===== config.mk =====
export PLATFORM = sky130hd
export DESIGN_NAME = led_fade_engine
export DESIGN_NICKNAME = d
export VERILOG_FILES = /design/src/rtl/led_fade_engine_pkg.sv /design/src/rtl/led_fade_engine_fade_step.sv /design/src/rtl/led_fade_engine.sv
export SDC_FILE = /design/constraint.sdc
export NUM_CORES = 2
export LEC_CHECK = 0
export ABC_AREA = 0
export CAP_MARGIN = 30
export CORE_ASPECT_RATIO = 1.25
export CORE_UTILIZATION = 60
export CTS_CLUSTER_DIAMETER = 80
export DETAILED_ROUTE_END_ITERATION = 7
export PLACE_DENSITY = 0.84
export SYNTH_ARGS = -nofsm -noshare
export SYNTH_HDL_FRONTEND = slang
export SYNTH_HIERARCHICAL = 1
export SYNTH_SLANG_ARGS = --single-unit

===== constraint.sdc =====
create_clock -name wb_clk -period 5.6 [get_ports wb_clk]
set_input_delay 0.56 -clock wb_clk [delete_from_list [all_inputs] [get_ports wb_clk]]
set_output_delay 0.56 -clock wb_clk [all_outputs]
set_load 0.01 [all_outputs]

===== src/rtl/led_fade_engine_pkg.sv =====
// Shared constants, field layout and FSM state type for the LED fade engine.
package led_fade_engine_pkg;

    localparam int NLEDS    = 12;
    localparam int REG_CTRL = 12;
    localparam int WORD_W   = 29;

    localparam int RR_LSB = 0;
    localparam int GG_LSB = 8;
    localparam int BB_LSB = 16;
    localparam int LL_LSB = 24;
    localparam int LL_W   = 5;

    localparam logic [2:0] FRAME_PREFIX = 3'b111;

    typedef enum logic [2:0] {
        ST_IDLE,
        ST_LOAD,
        ST_STEP,
        ST_WRITE,
        ST_WAIT,
        ST_NEXT
    } state_e;

    function automatic logic [31:0] frame_word(input logic [WORD_W-1:0] w);
        return {FRAME_PREFIX, w};
    endfunction

endpackage


===== src/rtl/led_fade_engine_fade_step.sv =====
// Combinational stepper: moves every {LL, B, G, R} field one count toward its target.
module fade_step
    import led_fade_engine_pkg::*;
(
    input  logic [WORD_W-1:0] cur_i,
    input  logic [WORD_W-1:0] tgt_i,
    output logic [WORD_W-1:0] next_o,
    output logic              changed_o
);

    genvar gi;
    generate
        for (gi = 0; gi < 4; gi++) begin : g_field
            localparam int LSB = (gi == 0) ? RR_LSB :
                                 (gi == 1) ? GG_LSB :
                                 (gi == 2) ? BB_LSB : LL_LSB;
            localparam int W   = (gi == 3) ? LL_W : 8;

            logic [W-1:0] c;
            logic [W-1:0] t;
            assign c = cur_i[LSB +: W];
            assign t = tgt_i[LSB +: W];
            // Saturating by construction: only moves while strictly short of the target.
            assign next_o[LSB +: W] = (c < t) ? c + 1'b1 :
                                      (c > t) ? c - 1'b1 : c;
        end
    endgenerate

    assign changed_o = (next_o != cur_i);

endmodule


===== src/rtl/led_fade_engine.sv =====
// Fade controller: CPU-programmed targets, ticked stepping of current LED words,
// and a Wishbone master pushing each changed word to the LED frame RAM.
module led_fade_engine
    import led_fade_engine_pkg::*;
#(
    parameter logic [7:0] ADDR     = 8'h00,
    parameter logic [7:0] LED_ADDR = 8'h00
) (
    input  logic        wb_clk,
    input  logic        wb_rst,
    input  logic        wb_dbus_cyc,
    input  logic        wb_dbus_we,
    input  logic [31:0] wb_dbus_adr,
    input  logic [31:0] wb_dbus_dat,
    output logic        ack,
    output logic        m_cyc,
    output logic        m_we,
    output logic [31:0] m_adr,
    output logic [31:0] m_dat,
    input  logic        m_ack,
    output logic        busy
);

    logic              ack_q;
    logic              served_q;
    logic              ack_d;
    logic              wr_en;
    logic [3:0]        reg_idx;

    logic              enable_q;
    logic [15:0]       div_q;
    logic [15:0]       cnt_q;
    logic              tick;
    logic              pending_q;

    state_e            state_q;
    state_e            state_d;
    logic              pass_start;
    logic [3:0]        idx_q;
    logic [WORD_W-1:0] cur_q;
    logic [WORD_W-1:0] tgt_q;
    logic [31:0]       madr_q;
    logic [31:0]       mdat_q;

    logic [WORD_W-1:0] target_q  [NLEDS];
    logic [WORD_W-1:0] current_q [NLEDS];

    logic [WORD_W-1:0] step_next;
    logic              step_changed;

    logic              unused_bits;
    assign unused_bits = &{1'b0, wb_dbus_adr[23:6], wb_dbus_adr[1:0], wb_dbus_dat[30:29]};

    // One ack per cyc assertion: served_q blocks re-acking until the CPU drops cyc.
    assign ack_d   = wb_dbus_cyc && (wb_dbus_adr[31:24] == ADDR) && !ack_q && !served_q;
    assign wr_en   = ack_d && wb_dbus_we;
    assign reg_idx = wb_dbus_adr[5:2];

    assign tick = enable_q && (cnt_q == div_q);

    fade_step u_fade_step (
        .cur_i     (cur_q),
        .tgt_i     (tgt_q),
        .next_o    (step_next),
        .changed_o (step_changed)
    );

    always_comb begin
        state_d    = state_q;
        pass_start = 1'b0;
        case (state_q)
            ST_IDLE: begin
                if (pending_q) begin
                    pass_start = 1'b1;
                    state_d    = ST_LOAD;
                end
            end
            ST_LOAD:  state_d = ST_STEP;
            ST_STEP:  state_d = step_changed ? ST_WRITE : ST_NEXT;
            ST_WRITE: state_d = ST_WAIT;
            ST_WAIT:  if (m_ack) state_d = ST_NEXT;
            ST_NEXT:  state_d = (idx_q == 4'(NLEDS - 1)) ? ST_IDLE : ST_LOAD;
            default:  state_d = ST_IDLE;
        endcase
    end

    always_ff @(posedge wb_clk) begin
        if (wb_rst) begin
            ack_q     <= 1'b0;
            served_q  <= 1'b0;
            enable_q  <= 1'b0;
            div_q     <= '0;
            cnt_q     <= '0;
            pending_q <= 1'b0;
            state_q   <= ST_IDLE;
            idx_q     <= '0;
            cur_q     <= '0;
            tgt_q     <= '0;
            madr_q    <= '0;
            mdat_q    <= '0;
            for (int i = 0; i < NLEDS; i++) begin
                target_q[i]  <= '0;
                current_q[i] <= '0;
            end
        end else begin
            ack_q    <= ack_d;
            served_q <= wb_dbus_cyc && (served_q || ack_d);

            if (!enable_q || tick) cnt_q <= '0;
            else                   cnt_q <= cnt_q + 16'd1;

            // A tick coinciding with a pass start re-arms for the following pass.
            pending_q <= pass_start ? tick : (pending_q || tick);

            if (wr_en) begin
                if (reg_idx < 4'(NLEDS)) begin
                    target_q[reg_idx] <= wb_dbus_dat[WORD_W-1:0];
                end else if (reg_idx == 4'(REG_CTRL)) begin
                    enable_q <= wb_dbus_dat[31];
                    div_q    <= wb_dbus_dat[15:0];
                end
            end

            state_q <= state_d;
            case (state_q)
                ST_IDLE: if (pending_q) idx_q <= '0;
                ST_LOAD: begin
                    cur_q <= current_q[idx_q];
                    tgt_q <= target_q[idx_q];
                end
                ST_STEP: begin
                    if (step_changed) begin
                        current_q[idx_q] <= step_next;
                        madr_q           <= {LED_ADDR, 18'b0, idx_q, 2'b00};
                        mdat_q           <= frame_word(step_next);
                    end
                end
                ST_NEXT: if (idx_q != 4'(NLEDS - 1)) idx_q <= idx_q + 4'd1;
                default: ;
            endcase
        end
    end

    assign ack   = ack_q;
    assign m_cyc = (state_q == ST_WRITE) || (state_q == ST_WAIT);
    assign m_we  = m_cyc;
    assign m_adr = madr_q;
    assign m_dat = mdat_q;
    assign busy  = (state_q != ST_IDLE);

endmodule


[Word-level counts from Yosys, hierarchy flattened]
Memory sizes are Yosys's and may differ from the RTL's. A register that Yosys moved wholly into a read port is not among the register bits.
Cells that the tools add are included.
Word-level totals
  output and inout port bits: 68
  register bits: 77
  memories: 2
  logic and storage cells: 104
  input port bits: 69
  bits in writable memories: 696
Cells by class
  equal/unequal tests: 13
  order comparisons: 9
  bitwise gates (word level): 1
  mux-type cells: 35
  add/subtract/negate cells: 10
  reductions and logical operators: 24
Memory list
  current_q: depth 12, bits a word 29, read ports 1, clocked after memory_dff 1, wr ports 12, line led_fade_engine.sv:46  | logic [WORD_W-1:0] current_q [NLEDS];
  target_q: depth 12, bits a word 29, read ports 1, clocked after memory_dff 1, wr ports 12, line led_fade_engine.sv:45  | logic [WORD_W-1:0] target_q [NLEDS];
Operators with widths (number)
  29-bit two-way mux: 2
  29-bit OR reduction: 2
  8-bit two-way mux: 6
  29-bit != test: 1
  8-bit by 1-bit adder with 8-bit output (second input constant): 3
  8-bit > comparator: 3
  8-bit less-than comparator: 3
  8-bit by 1-bit subtractor with 8-bit output (second input constant): 3
  3-bit case mux with 6 select lines: 1
  16-bit by 1-bit adder with 16-bit output (second input constant): 1
  16-bit == test: 1
  1-bit two-way mux: 16
  4-bit two-way mux: 4
  5-bit two-way mux: 2
  3-bit two-way mux: 3
  4-bit == test (second input constant): 2
  8-bit zero test: 1
  4-bit case mux with 2 select lines: 1
  3-bit by 2-bit == test with 1-bit output (second input constant): 2
  3-bit == test (second input constant): 2
  1-bit logical AND: 6
  2-bit != test (second input constant): 3
  3-bit AND reduction: 2
  5-bit by 1-bit adder with 5-bit output (second input constant): 1
  15 further kinds: 21

[Longest topological paths before layout]
  depth in word-level cells: 10
  gate-level depth with buffers: 16
  mapped depth without buffers: 12

[Modules after synthesis]
The synthesis kept the hierarchy.
By module, submodules not included
  led_fade_engine: sequential area each 30569.3 µm², cells an instance 3247, area each 45145.8 µm², times used 1
  fade_step: sequential area each 0.0 µm², cells an instance 245, area each 1740.4 µm², times used 1

[Worst setup path after synthesis]
Ideal clock, no wire load.
  kind: reg2reg
  start: reg cur_q[19] (read register of current_q)
  end: mem current_q[4][0], enable pin
  slack: 0.925 ns
  clock period less this slack: 4.675 ns
  library setup time: 0.455 ns
  data required time: 5.145 ns
  stages on the path, launching flop included: 12
  data arrival time: 4.219 ns
  buffers on the path: 2
  path through: dfxtp_1 ha_1 a21oi_1 a21oi_4 or2_1 buf_4 nand2_4 or4_4 and4bb_1 buf_4 nand3b_2 o21ai_0
RTL lines
  from (decl): line led_fade_engine.sv:40  | logic [WORD_W-1:0] cur_q;
  to (decl): line led_fade_engine.sv:46

==> metrics.txt <==
status completed; Max Cap Violations 0; top-area cell type share of the netlist area 59.43%; synth top area cells edfxtp_1 59%, mux2i_1 7.3%, and2_1 6.3%; reg-to-reg slack, setup 1.20 ns; Reg clk slew, reported paths 0.07 ns; ANT nets after route 0; internal power 12.71 mW; H-tree depth 3; leak pwr 17.70 nW; most frequent cells in the layout 928 x edfxtp_1, 470 x and2_1, 340 x mux2i_1; Seq cells post-synth 1063; io pins 137; vias in the first global route 30350; Layout Nets 3757; Syn Area/Cell 13.43 sq um; Sequential Power Share 55.9%; DIE HEIGHT 314.5 um; Switching Share 20.89%; Distinct cells, synth 71; Layout area overhead 12.53%; most common cell after layout, fill and taps aside edfxtp_1; peak supply drop 318.1 uV; Pwr per Cell Area 304.6 mW/mm^2; crit path launch type flip-flop; RR Startpoint tgt_q[27]$_SDFFE_PP0P_; largest net degree at the start of global routing 69; WP data required 5.93 ns; RSZ-0062 raised after global routing no; Die Wd 252.0 um; Pwr Total 16.07 mW; yosys warns 6; Layout Skew 0.03647 ns; Crit Path Class reg -> reg; Worst Setup End Kind flip-flop; Starting DRT DRC Count 3632; Slew @ Worst Pin 1.031 ns; Max Clock Freq 227.1 MHz; register area share after synthesis 65.20%; mapped cell area 0.04689 sq mm; final worst path period need 4.404 ns; fraction of registers with async set/reset 0%; worst hold start m_dat[17]$_SDFFE_PP0P_; # hold bufs at CTS 0; initial core utilization 60.65%; clock sink total 1063; vias per inst 6.272; antenna violations before repair 4; net switching power figure 3.358 mW; DRT Pass-1 Iters 6; dominant synthesized flop cell edfxtp_1; # DRC 0; first-pass GRT wire length 179300 um; row count 114; Final Hold Vio Count 0; DR WL/cell 25.34 um; buffers from clock root to sink, at most 3; TritonCTS buffer count 97; GRT Total Usage 30.57%; Setup-failing EPs final 0; post_cts resized 0; die area 0.07927 sq mm; Min-Delay Path Class reg -> reg; GR Overflow Total 0; crit path from tgt_q[27]$_SDFFE_PP0P_; clk_lat worst skew 0.69 ns; setup TNS 0 ns; Slew Viols, Final 0; core area 0.07731 sq mm; number of flops mapped to enable cells by yosys 928; Hold Worst Slack 0.4522 ns; IO Port Bufs 86; combinational power share 3.0%; Detailed Place HPWL 72390 um; TritonCTS clock tree built; Post-CTS Setup Inserts 0; post-synth top area cell edfxtp_1; Slew HR 30.92%; layout cell share with drive strength beyond 1 11.53%; Final Cycle Share 78.64%; WP data arrival 4.74 ns; Via Count 29980; root buffer cell clkbuf_16; Clock Power Share 41.1%; Critical Path Fanout Max 22; WL final 121100 um; RePlAce Congestion 0.8773; cells after synthesis 3492
## final cells by class
| class | instances | area (sq um) |
|---|---|---|
| inverters | 43 | 163.9 |
| multi-input cells | 2233 | 15570 |
| well taps | 1044 | 1306 |
| diodes | 4 | 10.01 |
| fillers | 5084 | 24550 |
| repair buffers | 208 | 1981 |
| flip-flops and latches | 1063 | 30580 |
| clock buffers | 127 | 2621 |
| clock inverters | 57 | 521.8 |
## synth_stat cells (all sizes together) (21+ instances only)
library cell	instances
nor2	274
buf	141
o21ai	129
a221oi	40
nand2	196
inv	42
xnor2	36
edfxtp	928
mux2i	340
a21oi	108
a22oi	21
ha	42
nor3	88
clkbuf	155
and2	471
dfxtp	135
mux4	76
o22ai	121
## power groups by stage
stage          clock network, mW  registers (mW)  logic [mW]
6_report                    6.61            8.98       0.488
5_1_grt                     6.92            9.00       0.514
4_1_cts                     6.62            8.98       0.467
3_5_place_dp                   0            9.14       0.463
3_3_place_gp                   0            9.12       0.447
2_1_floorplan                  0            9.12       0.256
## flip-flops by register name (all words and copies together) (netlist names), 3 cells and up
name,count
m_adr,4
target_q,464
cnt_q,16
div_q,16
current_q,464
state_q,3
m_dat,30
idx_q,4
tgt_q,29
cur_q,29
## cells by family after synthesis
group                    Yosys count  share of synthesized area [%]
other                              1                       0.007998
flip-flops                      1063                          65.20
AO/OA/AOI/OAI                    445                          5.738
multiplexers                     417                          10.93
AND/OR/NAND/NOR                 1133                          12.55
XOR/XNOR                          52                         0.9714
buffers and inverters            339                          3.480
adder cells (fa/ha/maj)           42                          1.121
## worst max-delay path, cell delays in order (launching register included)
cell,delay [ns]
dfxtp_1,0.35
inv_1,0.10
ha_1,0.31
a21o_1,0.19
a21oi_1,0.34
nand2_1,0.22
nand3_1,0.27
or4_4,0.21
and4bb_2,0.62
buf_16,0.24
nand3b_2,0.30
o21ai_4,0.46
buf_4,0.42
## worst paths after layout
check | cells past startpoint | to
worst min-delay path | 2 | m_dat[17]$_SDFFE_PP0P_
worst max register to register | 12 | current_q[7][24]$_SDFFCE_PN0P_
worst max-delay path | 12 | current_q[7][24]$_SDFFCE_PN0P_
worst min register to register | 2 | m_dat[17]$_SDFFE_PP0P_
## through the flow
stage | std cells | instance area, sq um | setup WS (ns) | util [%]
after floorplan | 3635 | 47420 | 0.9253 | -
after global placement | 4571 | 49310 | 0.9651 | 63.78
after detailed placement | 4587 | 49500 | 1.205 | 64.03
after CTS | 4771 | 52640 | 1.299 | 68.09
after global routing | 4778 | 52760 | 1.061 | 68.24
final | 4779 | 52760 | 1.196 | 68.25
## per-layer routing
layer	global-route usage (%)	routed length (um)	vias to the layer above
met5	0	13	-
met1	36.79	40680	14640
li1	-	-	12940
met4	15.84	5881	2
met2	52.70	61480	2002
met3	5.466	13030	395
(Power assumes the default switching activity.)
